<file path="src/rtl/hazard_ctrl.sv">
// Pipeline hazard controller: per-stage stall/flush vectors from mem-wait, multi-cycle EX,
// branch redirect and load-use events. Optional debug counters under HAZARD_STATS_EN.
module hazard_ctrl #(
    parameter int NSTAGE     = 5,
    parameter int EX_STAGE   = 2,
    parameter int MEM_STAGE  = 3,
    parameter int MC_LAT     = 4,
    parameter int LU_BUBBLES = 1
) (
    input  logic              clk,
    input  logic              rst,
    input  logic              pc_change,
    input  logic              load_use_hazard,
    input  logic              mc_start,
    input  logic              mem_wait,
    output logic [NSTAGE-1:0] stall,
    output logic [NSTAGE-1:0] flush,
    output logic              mc_busy
`ifdef HAZARD_STATS_EN
    ,
    output logic [31:0]       stall_cycles,
    output logic [31:0]       flush_events
`endif
);

    if (!(MEM_STAGE > EX_STAGE && EX_STAGE >= 2 && MEM_STAGE < NSTAGE)) begin : g_bad_stage
        $error("hazard_ctrl: illegal stage indices");
    end
    if (MC_LAT < 1 || MC_LAT > 255) begin : g_bad_lat
        $error("hazard_ctrl: MC_LAT out of range 1..255");
    end
    if (LU_BUBBLES < 1 || LU_BUBBLES > 2) begin : g_bad_lu
        $error("hazard_ctrl: LU_BUBBLES must be 1 or 2");
    end

    typedef enum logic [1:0] {
        MC_IDLE = 2'd0,
        MC_BUSY = 2'd1,
        MC_DONE = 2'd2
    } mc_state_e;

    localparam logic [7:0] MC_INIT = (MC_LAT >= 2) ? 8'(MC_LAT - 2) : 8'd0;

    mc_state_e  mc_state_q, mc_state_d;
    logic [7:0] mc_cnt_q, mc_cnt_d;
    logic       lu_pend_q, lu_pend_d;
    logic       mc_stall_s, pc_act_s, lu_act_s;

    // Decide which single event source acts this cycle
    always_comb begin
        mc_stall_s = 1'b0;
        if (mc_state_q == MC_BUSY) begin
            mc_stall_s = 1'b1;
        end else if (mc_state_q == MC_IDLE && mc_start && MC_LAT >= 2) begin
            mc_stall_s = 1'b1;
        end else begin
            mc_stall_s = 1'b0;
        end
        pc_act_s = !mem_wait && !mc_stall_s && pc_change;
        lu_act_s = !mem_wait && !mc_stall_s && !pc_change && (load_use_hazard || lu_pend_q);
    end

    // Stall/flush vectors, forced quiet during reset
    always_comb begin
        stall   = '0;
        flush   = '0;
        mc_busy = 1'b0;
        if (rst) begin
            mc_busy = 1'b0;
        end else if (mem_wait) begin
            for (int i = 0; i < NSTAGE; i++) begin
                stall[i] = (i <= MEM_STAGE);
                flush[i] = (i == MEM_STAGE + 1);
            end
        end else if (mc_stall_s) begin
            mc_busy = 1'b1;
            for (int i = 0; i < NSTAGE; i++) begin
                stall[i] = (i <= EX_STAGE);
                flush[i] = (i == EX_STAGE + 1);
            end
        end else if (pc_act_s) begin
            for (int i = 0; i < NSTAGE; i++) begin
                flush[i] = (i >= 1 && i <= EX_STAGE);
            end
        end else if (lu_act_s) begin
            for (int i = 0; i < NSTAGE; i++) begin
                stall[i] = (i <= 1);
                flush[i] = (i == 2);
            end
        end else begin
            mc_busy = 1'b0;
        end
    end

    // Multi-cycle FSM and second load-use bubble next-state
    always_comb begin
        mc_state_d = mc_state_q;
        mc_cnt_d   = mc_cnt_q;
        lu_pend_d  = lu_pend_q;
        case (mc_state_q)
            MC_IDLE: begin
                if (!mem_wait && mc_start && MC_LAT >= 3) begin
                    mc_state_d = MC_BUSY;
                    mc_cnt_d   = MC_INIT;
                end else if (!mem_wait && mc_start && MC_LAT == 2) begin
                    mc_state_d = MC_DONE;
                end else begin
                    mc_state_d = MC_IDLE;
                end
            end
            MC_BUSY: begin
                // Counting continues under mem_wait so the op latency is not stretched
                if (mc_cnt_q <= 8'd1) begin
                    mc_state_d = MC_DONE;
                    mc_cnt_d   = 8'd0;
                end else begin
                    mc_cnt_d   = mc_cnt_q - 8'd1;
                end
            end
            MC_DONE: begin
                if (!mem_wait) begin
                    mc_state_d = MC_IDLE;
                end else begin
                    mc_state_d = MC_DONE;
                end
            end
            default: begin
                mc_state_d = MC_IDLE;
                mc_cnt_d   = 8'd0;
            end
        endcase

        if (LU_BUBBLES != 2) begin
            lu_pend_d = 1'b0;
        end else if (pc_act_s) begin
            lu_pend_d = 1'b0;
        end else if (lu_act_s) begin
            lu_pend_d = !lu_pend_q;
        end else begin
            lu_pend_d = lu_pend_q;
        end
    end

    // State registers
    always_ff @(posedge clk or posedge rst) begin
        if (rst) begin
            mc_state_q <= MC_IDLE;
            mc_cnt_q   <= 8'd0;
            lu_pend_q  <= 1'b0;
        end else begin
            mc_state_q <= mc_state_d;
            mc_cnt_q   <= mc_cnt_d;
            lu_pend_q  <= lu_pend_d;
        end
    end

`ifdef HAZARD_STATS_EN
    logic [31:0] stall_cycles_q, flush_events_q;

    // Free-running debug counters, wrapping at 2^32
    always_ff @(posedge clk or posedge rst) begin
        if (rst) begin
            stall_cycles_q <= 32'd0;
            flush_events_q <= 32'd0;
        end else begin
            if (stall[0]) begin
                stall_cycles_q <= stall_cycles_q + 32'd1;
            end
            if (pc_act_s) begin
                flush_events_q <= flush_events_q + 32'd1;
            end
        end
    end

    assign stall_cycles = stall_cycles_q;
    assign flush_events = flush_events_q;
`endif

endmodule

</file>
<file path="config.mk">
export PLATFORM = sky130hd
export DESIGN_NAME = hazard_ctrl
export DESIGN_NICKNAME = d
export VERILOG_FILES = /design/src/rtl/hazard_ctrl.sv
export SDC_FILE = /design/constraint.sdc
export NUM_CORES = 1
export LEC_CHECK = 0
export CAP_MARGIN = 10
export CORE_MARGIN = 2
export CORE_UTILIZATION = 35
export DETAILED_ROUTE_END_ITERATION = 16
export HOLD_SLACK_MARGIN = 0.15
export SLEW_MARGIN = 20
export SYNTH_ARGS = -nofsm -noshare
export SYNTH_HDL_FRONTEND = slang
export SYNTH_SLANG_ARGS = --single-unit
export TNS_END_PERCENT = 100
</file>
<file path="constraint.sdc">
create_clock -name clk -period 1.77 [get_ports clk]
set_input_delay 0.354 -clock clk [delete_from_list [all_inputs] [get_ports clk]]
set_output_delay 0.354 -clock clk [all_outputs]
set_load 0.01 [all_outputs]
</file>
==> results.md, run 1 <==
- The horizontal extent of the die is 46.7 um.
- The deepest level of the CTS H-tree is 1.
- Input and output buffers added on the ports amount to 14.
- The total power consumption of the routed design is 0.00114 W.
- The worst reg-to-reg path cell count is 4.
- Buffers added to address setup during post-CTS repair amount to 0.
- On the critical path, the stage with the largest delay is an instance of sky130_fd_sc_hd__dfrtp_1.
- The count of fill cells added during filler insertion is 170.
- The die covers 0.00218 mm2.
- By instance count, the leading cell after synthesis is sky130_fd_sc_hd__nor2_1.
- In this run the standard cell core region covers 0.00173 mm2.
- In the final layout, the share of cells above drive strength 1 is 0.222.
- After the last flow step, the layout net total stands at 100.
- The main flop type after synthesis is sky130_fd_sc_hd__dfrtp_1.
- The number of ports placed on the die boundary is 17.
- The tightest min-delay check is of the input pin to asynchronous set/reset pin type.
- The share of the Yosys chip area taken by registers is 0.392.
- The number of DRC markers after the initial detailed-route iteration is 13.
- IR analysis of the VDD net gives a maximum drop of 0.689 mV.
- Setup repair after global routing could not meet its margin everywhere.
- Buffers inserted to repair hold after CTS numbered 0.
- The clock tree from TritonCTS is built.
- The number of detailed-routing iterations run before antenna repair is 4.
- The cell count after synthesis is 70.
- The hold violation count in the final report was 0.
- The area share of the leading cell type in the synthesized netlist is 0.392.
- The placement-stage worst setup slack is -0.500 ns.
- In the routed design, unresolved DRC markers number 0.
- The number of antenna violations at the first check in global routing was 0.
- The count of unique library cells instantiated by Yosys is 27.
- The via count of the first global-routing pass is 494.
- The number of antenna diodes in the final layout is 0.
- The element type at the critical path end is a primary output.
- The static leakage power is 0.442 nW.
- Hold is met by 0.298 ns.
- Along the worst path, the maximum fanout reaches 4.
- The tree is rooted in a sky130_fd_sc_hd__clkbuf_4.
- The post-synthesis average cell area is 9.12 um2.
- The first global-routing pass estimated 2150 um of wire.
- The number of flops mapped to enable cells by yosys is 0.
- The critical path required time is 1.42 ns.
- The tool flagged a number of max-cap violations equal to 0.
- Traced cell by cell, the critical path runs through o21ai_2 > a21oi_2 > a21o_1 > clkdlybuf4s15_2.
- Summing every instance area after synthesis gives 638 um2.
- By count the netlist is led by 13 x sky130_fd_sc_hd__nor2_1, 10 x sky130_fd_sc_hd__dfrtp_1, 6 x sky130_fd_sc_hd__inv_1.
- The biggest area consumer among synthesized cells is sky130_fd_sc_hd__dfrtp_1.
- The clock passes through at most 2 buffers.
- The post-DP HPWL is 1000 um.
- In the post-synthesis netlist, the biggest area contributors are sky130_fd_sc_hd__dfrtp_1 39%, sky130_fd_sc_hd__nor2_1 7.6%, sky130_fd_sc_hd__xor2_1 6.9%.
- The total congestion overflow is 0.
- Once detail routing completed, the nets flagged for antenna violations numbered 0.
- The launch point of the worst path is mc_state_q[0].
- Entering global routing, the biggest net connects 13 pins.
- The final setup violation count is 0.
- The cell count along the critical path is 4.
- The setup slack of the critical path after layout is 0.0686 ns.
- The total number of clock tree sinks is 10.
- The power density over cell area is 1330 mW/mm2.
- In this design, the largest share of critical-path delay is due to compound AO/OA/AOI/OAI gates.
- The number of vias after detailed routing is 524.
- The total CTS buffers is 3.
- The clock latency on the worst-skew pair is 0.26 ns.
- The max-slew violation count is 0.
- The category of the critical setup timing path is register to primary output.
- Row generation in the floorplan step produced 15 rows.
- Compared with the post-synthesis result, the final layout area differs by 33.7%.
- The count of warnings emitted by yosys is 0.
- The maximum frequency from static timing analysis is 0.588 GHz.
- For this run, the slowest stage of the critical path takes 0.40 ns.
- STA puts the critical path data arrival time at 1.35 ns.
- The number of buffers and inverters on the critical path is 1.
- The routed length per instance is 11.2 um.
- In this run, synthesis produced a sequential element count of 10.
- The worst path needs 1.70 ns of the cycle, external delays included.
- Clock skew on the completed layout was measured at 0.00464 ns.
- Dividing the detail-routed via count by the number of cells gives 4.56.
- Dividing the final minimum period by the clock period gives 0.961.
- STA classifies the critical path startpoint as a register.
- Of all flip-flops after synthesis, the portion carrying an async set or reset was 1.00.
- The effective utilization at floorplan is 0.370.
- Measured along the y axis, the die boundary spans 46.7 um.
- The run finished with clean final reports.
- The wire length after detailed routing is 1290 um.
- The clock input transition at the sequential cells of the worst setup and hold paths is 0.07 ns.
- The reg-to-reg critical path startpoint is mc_cnt_q[3].
- Routability-driven placement finished with a final weighted congestion of 0.727.
- The aggregate global-route resource usage is 0.141.
-- report_power, final --
part / internal [W] / switching [W] / total (W) / leakage, nW
clock: 0.0000783 / 0.0000738 / 0.000152 / 0.0138
sequential: 0.000308 / 0.0000689 / 0.000377 / 0.130
combinational: 0.000279 / 0.000331 / 0.000609 / 0.298
-- cell usage in the layout (no fill, tap or decap), drive strengths merged, types with 2 or more instances in the layout --
cell type	instances
dfrtp	10
o211ai	3
ha	2
o21ai	6
clkbuf	4
buf	8
xor2	5
dlymetal6s2s	2
dlygate4sd2	8
nor3	2
nor2	13
clkdlybuf4s50	2
nand2	2
conb	2
a21oi	2
inv	6
-- cells by family after synthesis --
family,count (synthesis),synth area share
fa+ha+maj,2,0.0392
other cells,1,0.00588
compound gates,17,0.206
buf+inv,12,0.100
flops,10,0.392
xor+xnor,5,0.0686
simple gates,23,0.188
-- through the flow --
step | utilization | cells | area (um2) | setup TNS, ns
6_report | 0.494 | 115 | 853 | 0
5_1_grt | 0.494 | 115 | 853 | -0.00743
4_1_cts | 0.493 | 115 | 852 | 0
3_5_place_dp | 0.482 | 112 | 832 | -4.34
3_3_place_gp | 0.482 | 112 | 832 | -4.07
2_1_floorplan | - | 71 | 642 | 0
-- worst paths after layout --
check / end / slack, ns
max in group asynchronous: mc_cnt_q[1] / 1.19
setup / recovery: stall[0] / 0.07
setup reg to reg: mc_cnt_q[6] / 0.13
hold / removal: mc_cnt_q[2] / 0.30
min in group clk: mc_cnt_q[7] / 0.55
hold reg to reg: mc_cnt_q[7] / 0.55
-- worst reg2reg max path, stage by stage (launching register included) --
cell,delay (ns)
sky130_fd_sc_hd__dfrtp_1,0.44
sky130_fd_sc_hd__nor4_1,0.41
sky130_fd_sc_hd__o211ai_1,0.26
sky130_fd_sc_hd__a31oi_4,0.33
sky130_fd_sc_hd__nor2_1,0.08
-- cell type report --
class / instances / area, um2 / share of cell area
clock buffers: 3 / 22.5 / 0.0264
inverters: 6 / 22.5 / 0.0264
multi-input cells: 49 / 335 / 0.393
flip-flops and latches: 10 / 250 / 0.293
well taps: 25 / 31.3 / 0.0367
repair buffers: 22 / 191 / 0.224
-- per-layer routing --
metal,global-route usage,vias to the layer above,routed length (um)
met2,0.222,4,607
met4,0.0556,0,12
met3,0.0510,2,30
met5,0,-,0
met1,0.177,240,638
li1,-,278,-
-- flip-flops by register name (all words and copies together), names as in the netlist --
signal and cells:
mc_state_q 2, mc_cnt_q 8
-- repair_timing --
item,CTS,global route
pin swaps,2,1
hold endpoints to repair,0,0
gates resized for setup,15,4
endpoints found under the setup margin,9,3
cloned,0,0
Power figures use the tool's default switching activity.
==> run 2: changes to the inputs <==
--- a/config.mk
+++ b/config.mk
@@ -5,11 +5,12 @@
 export SDC_FILE = /design/constraint.sdc
 export NUM_CORES = 1
 export LEC_CHECK = 0
-export CAP_MARGIN = 10
+export CAP_MARGIN = 40
 export CORE_MARGIN = 2
 export CORE_UTILIZATION = 35
 export DETAILED_ROUTE_END_ITERATION = 16
 export HOLD_SLACK_MARGIN = 0.15
+export SKIP_LAST_GASP = 1
 export SLEW_MARGIN = 20
 export SYNTH_ARGS = -nofsm -noshare
 export SYNTH_HDL_FRONTEND = slang
==> results of run 2 <==
No change in the layout: final DEF, timing and power equal those of run 1.
==> run 3: changes to the inputs <==
==> constraint.sdc (replaced) <==
create_clock -name clk -period 1.77 [get_ports clk]
set_input_delay 0.354 -clock clk [delete_from_list [all_inputs] [get_ports clk]]
set_output_delay 0.354 -clock clk [all_outputs]
set_load 0.02 [all_outputs]
==> results.md, run 3 (synthesis gave the netlist of run 1 again) <==
- The end of the worst register-to-register path is mc_cnt_q[7].
- The number of design rule violations left after detail routing is 0 (unchanged).
- The die span in y is 46.7 um (unchanged).
- The hold slack was 0.421 ns (+0.122 ns).
- The number of hold-repair buffers added at the cts stage came to 0 (unchanged).
- In the layout the commonest cells are 13 x sky130_fd_sc_hd__nor2_1, 13 x sky130_fd_sc_hd__buf_4, 10 x sky130_fd_sc_hd__dfrtp_1, 5 x sky130_fd_sc_hd__inv_1, 5 x sky130_fd_sc_hd__xor2_1.
- The largest net degree at the start of global routing came to 13 (unchanged).
- The critical path required time was 1.42 ns (about the same).
- The root buffer cell chosen for the clock tree is sky130_fd_sc_hd__clkbuf_4.
- The number of flip-flops in the largest register is 8 (unchanged).
- The detail-routed via count per cell is 4.65 (+2.0%).
- The deepest level of the CTS H-tree is 1 (unchanged).
- The sum of negative setup slack was 0 ns (unchanged).
- The register-to-register setup slack is 0.22 ns (+0.09 ns).
- The portion of total power attributed to the clock network came to 0.127 (-0.007).
- The clock latency on the worst-skew pair came to 0.26 ns (about the same).
- The area of the multi-input gates is 347 um2 (+3.4%).
- The aggregate global-route resource usage was 0.153 (+0.0122).
- The total CTS buffers came to 3 (unchanged).
- The clock input transition at the sequential cells of the worst setup and hold paths is 0.06 ns (about the same).
- The horizontal extent of the die is 46.7 um (unchanged).
- The number of detailed-routing iterations run before antenna repair came to 4 (unchanged).
- The static leakage power is 0.432 nW (-2.4%).
- The fraction of power consumed by combinational cells is 0.553 (+0.018).
- STA classifies the critical path startpoint as a register.
- The post-detailed-route count of antenna-violating nets is 0 (unchanged).
- Compared with the post-synthesis result, the final layout area differs by 37.6%.
- The number of ports placed on the die boundary is 17 (unchanged).
- The area of the core region is 0.00173 mm2 (unchanged).
- The post-DP HPWL came to 1090 um (+8.5%).
- The total congestion overflow came to 0 (unchanged).
- The final worst clock skew is 0.00108 ns (-0.00356 ns).
- The die outline area was 0.00218 mm2 (unchanged).
- The worst setup path is of the register to primary output kind.
- The final RePlAce weighted congestion came to 0.724 (-0.41%).
- In the final layout, the registers with the most flip-flops are mc_cnt_q: 8 flops, mc_state_q: 2 flops.
- The number of nets in the finished design came to 104 (+4.0%).
- The post-CTS setup buffer count is 0 (unchanged).
- The total number of clock tree sinks was 10 (unchanged).
- The number of DRC markers after the initial detailed-route iteration was 4 (-9).
- The routed length per instance was 11.2 um (-0.51%).
- TritonCTS built the clock tree.
- The proportion of power drawn by flip-flops and latches is 0.321 (-0.010).
- In this run the worst setup path terminates at flush[2].
- The max-slew violation count is 0 (unchanged).
- The count of input and output buffers was 14 (unchanged).
- The element type at the critical path end is a primary output.
- The number of cell rows is 15 (unchanged).
- The via count of the first global-routing pass was 534 (+8.1%).
- The worst IR drop on VDD was 0.715 mV (+3.7%).
- The number of max-cap violations is 0 (unchanged).
- The net switching fraction of the power is 0.424 (+0.00808).
- The maximum fanout encountered on the critical timing path is 4 (unchanged).
- The number of antenna violations at the first check in global routing is 0 (unchanged).
- The hold violation count in the final report is 0 (unchanged).
- The effective utilization at floorplan is 0.370 (unchanged).
- The share of layout cells above drive strength 1 came to 0.351 (+0.129).
- The wire length after detailed routing is 1330 um (+2.9%).
- The post-layout minimum cycle time is 1.66 ns (-0.0431 ns).
- The arrival time of the worst setup path came to 1.30 ns (-0.05 ns).
- The maximum frequency from static timing analysis came to 0.603 GHz (+2.6%).
- The count of antenna diodes in the layout is 0 (unchanged).
- The internal power contribution is 0.000685 W (+3.1%).
- The power density over cell area is 1350 mW/mm2 (+1.6%).
- The launch point of the worst path is mc_state_q[0].
- The register with the highest flop count is mc_cnt_q.
- The net switching power figure is 0.000504 W (+6.6%).
- The post-route fraction of the period consumed by the critical path was 0.937 (-0.0243).
- The maximum clock insertion buffer count is 2 (unchanged).
- The number of vias after detailed routing is 553 (+5.5%).
- The reg-to-reg critical path startpoint is mc_cnt_q[3].
- Setup repair after global routing left no endpoint under its margin.
- The type of the most critical hold path is input pin to asynchronous set/reset pin.
- The worst reg-to-reg path cell count was 4 (unchanged).
- The total power consumption of the routed design was 0.00119 W (+4.5%).
- The count of fill cells added during filler insertion was 179 (+5.3%).
- The global-route wire length before repair is 2340 um (+8.7%).
- The area used by sequential logic in the layout came to 250 um2 (unchanged).
- The flow ran to the end, and the final reports show no timing, DRC or antenna violations.
- The final setup violation count came to 0 (unchanged).
run 3: cell count changes in the layout (fill, tap and decap cells not counted), sizes merged:
cell,delta
dlygate4sd2,-6
clkbuf,+1
buf,+8
dlymetal6s2s,-1
clkdlybuf4s15,+2
run 3: per-stage QoR:
stage	utilization	cells	instance area, um2	setup slack, ns
after CTS	0.507	119	875	-0.0145
after floorplan	-	71	651	-0.0451
after detailed placement	0.504	116	871	-0.591
final	0.509	119	878	0.112
after global routing	0.509	119	878	0.0433
after global placement	0.504	116	871	-0.537
run 3: cell type report:
cell class,count,area share
clock buffer,3,0.0256
inverter,6,0.0256
multi-input combinational,49,0.395
sequential,10,0.285
tap,25,0.0356
timing repair buffer,26,0.234
run 3: power by group through the flow:
stage	Sequential (W)	Combinational [W]	Clock [W]
6_report	0.000381	0.000658	0.000151
5_1_grt	0.000398	0.000740	0.000169
4_1_cts	0.000376	0.000660	0.000155
3_5_place_dp	0.000378	0.000672	0
3_3_place_gp	0.000374	0.000652	0
2_1_floorplan	0.000373	0.000448	0
run 3: metal layers:
metal / part of all wire / GRT usage / wire (um) / vias up
met4: 0.0068 / 0.0167 / 9 / 0
met3: 0.035 / 0.0706 / 46 / 2
met1: 0.52 / 0.216 / 686 / 262
li1: - / - / - / 283
met2: 0.44 / 0.225 / 585 / 6
met5: 0 / 0 / 0 / -
run 3: worst min path at each step:
stage                 from       endpoint  slack, ns  depth (start not counted)
2_1_floorplan          rst    mc_cnt_q[0]       0.19                          1
3_3_place_gp   mc_cnt_q[7]    mc_cnt_q[7]       0.53                          2
3_5_place_dp   mc_cnt_q[0]    mc_cnt_q[0]       0.55                          2
4_1_cts                rst  mc_state_q[1]       0.43                          3
5_1_grt                rst    mc_cnt_q[0]       0.47                          3
6_report               rst  mc_state_q[1]       0.42                          3
run 3: what timing repair did:
item | in CTS | in global routing
gates resized for setup | 30 | 8
endpoints found under the setup margin | 9 | 12
pin swaps | 1 | 1
run 3: critical path, cell delays in order (launching register included):
cell,delay (ns)
sky130_fd_sc_hd__dfrtp_1,0.39
sky130_fd_sc_hd__o21ai_2,0.19
sky130_fd_sc_hd__o211a_1,0.17
sky130_fd_sc_hd__clkdlybuf4s15_1,0.29
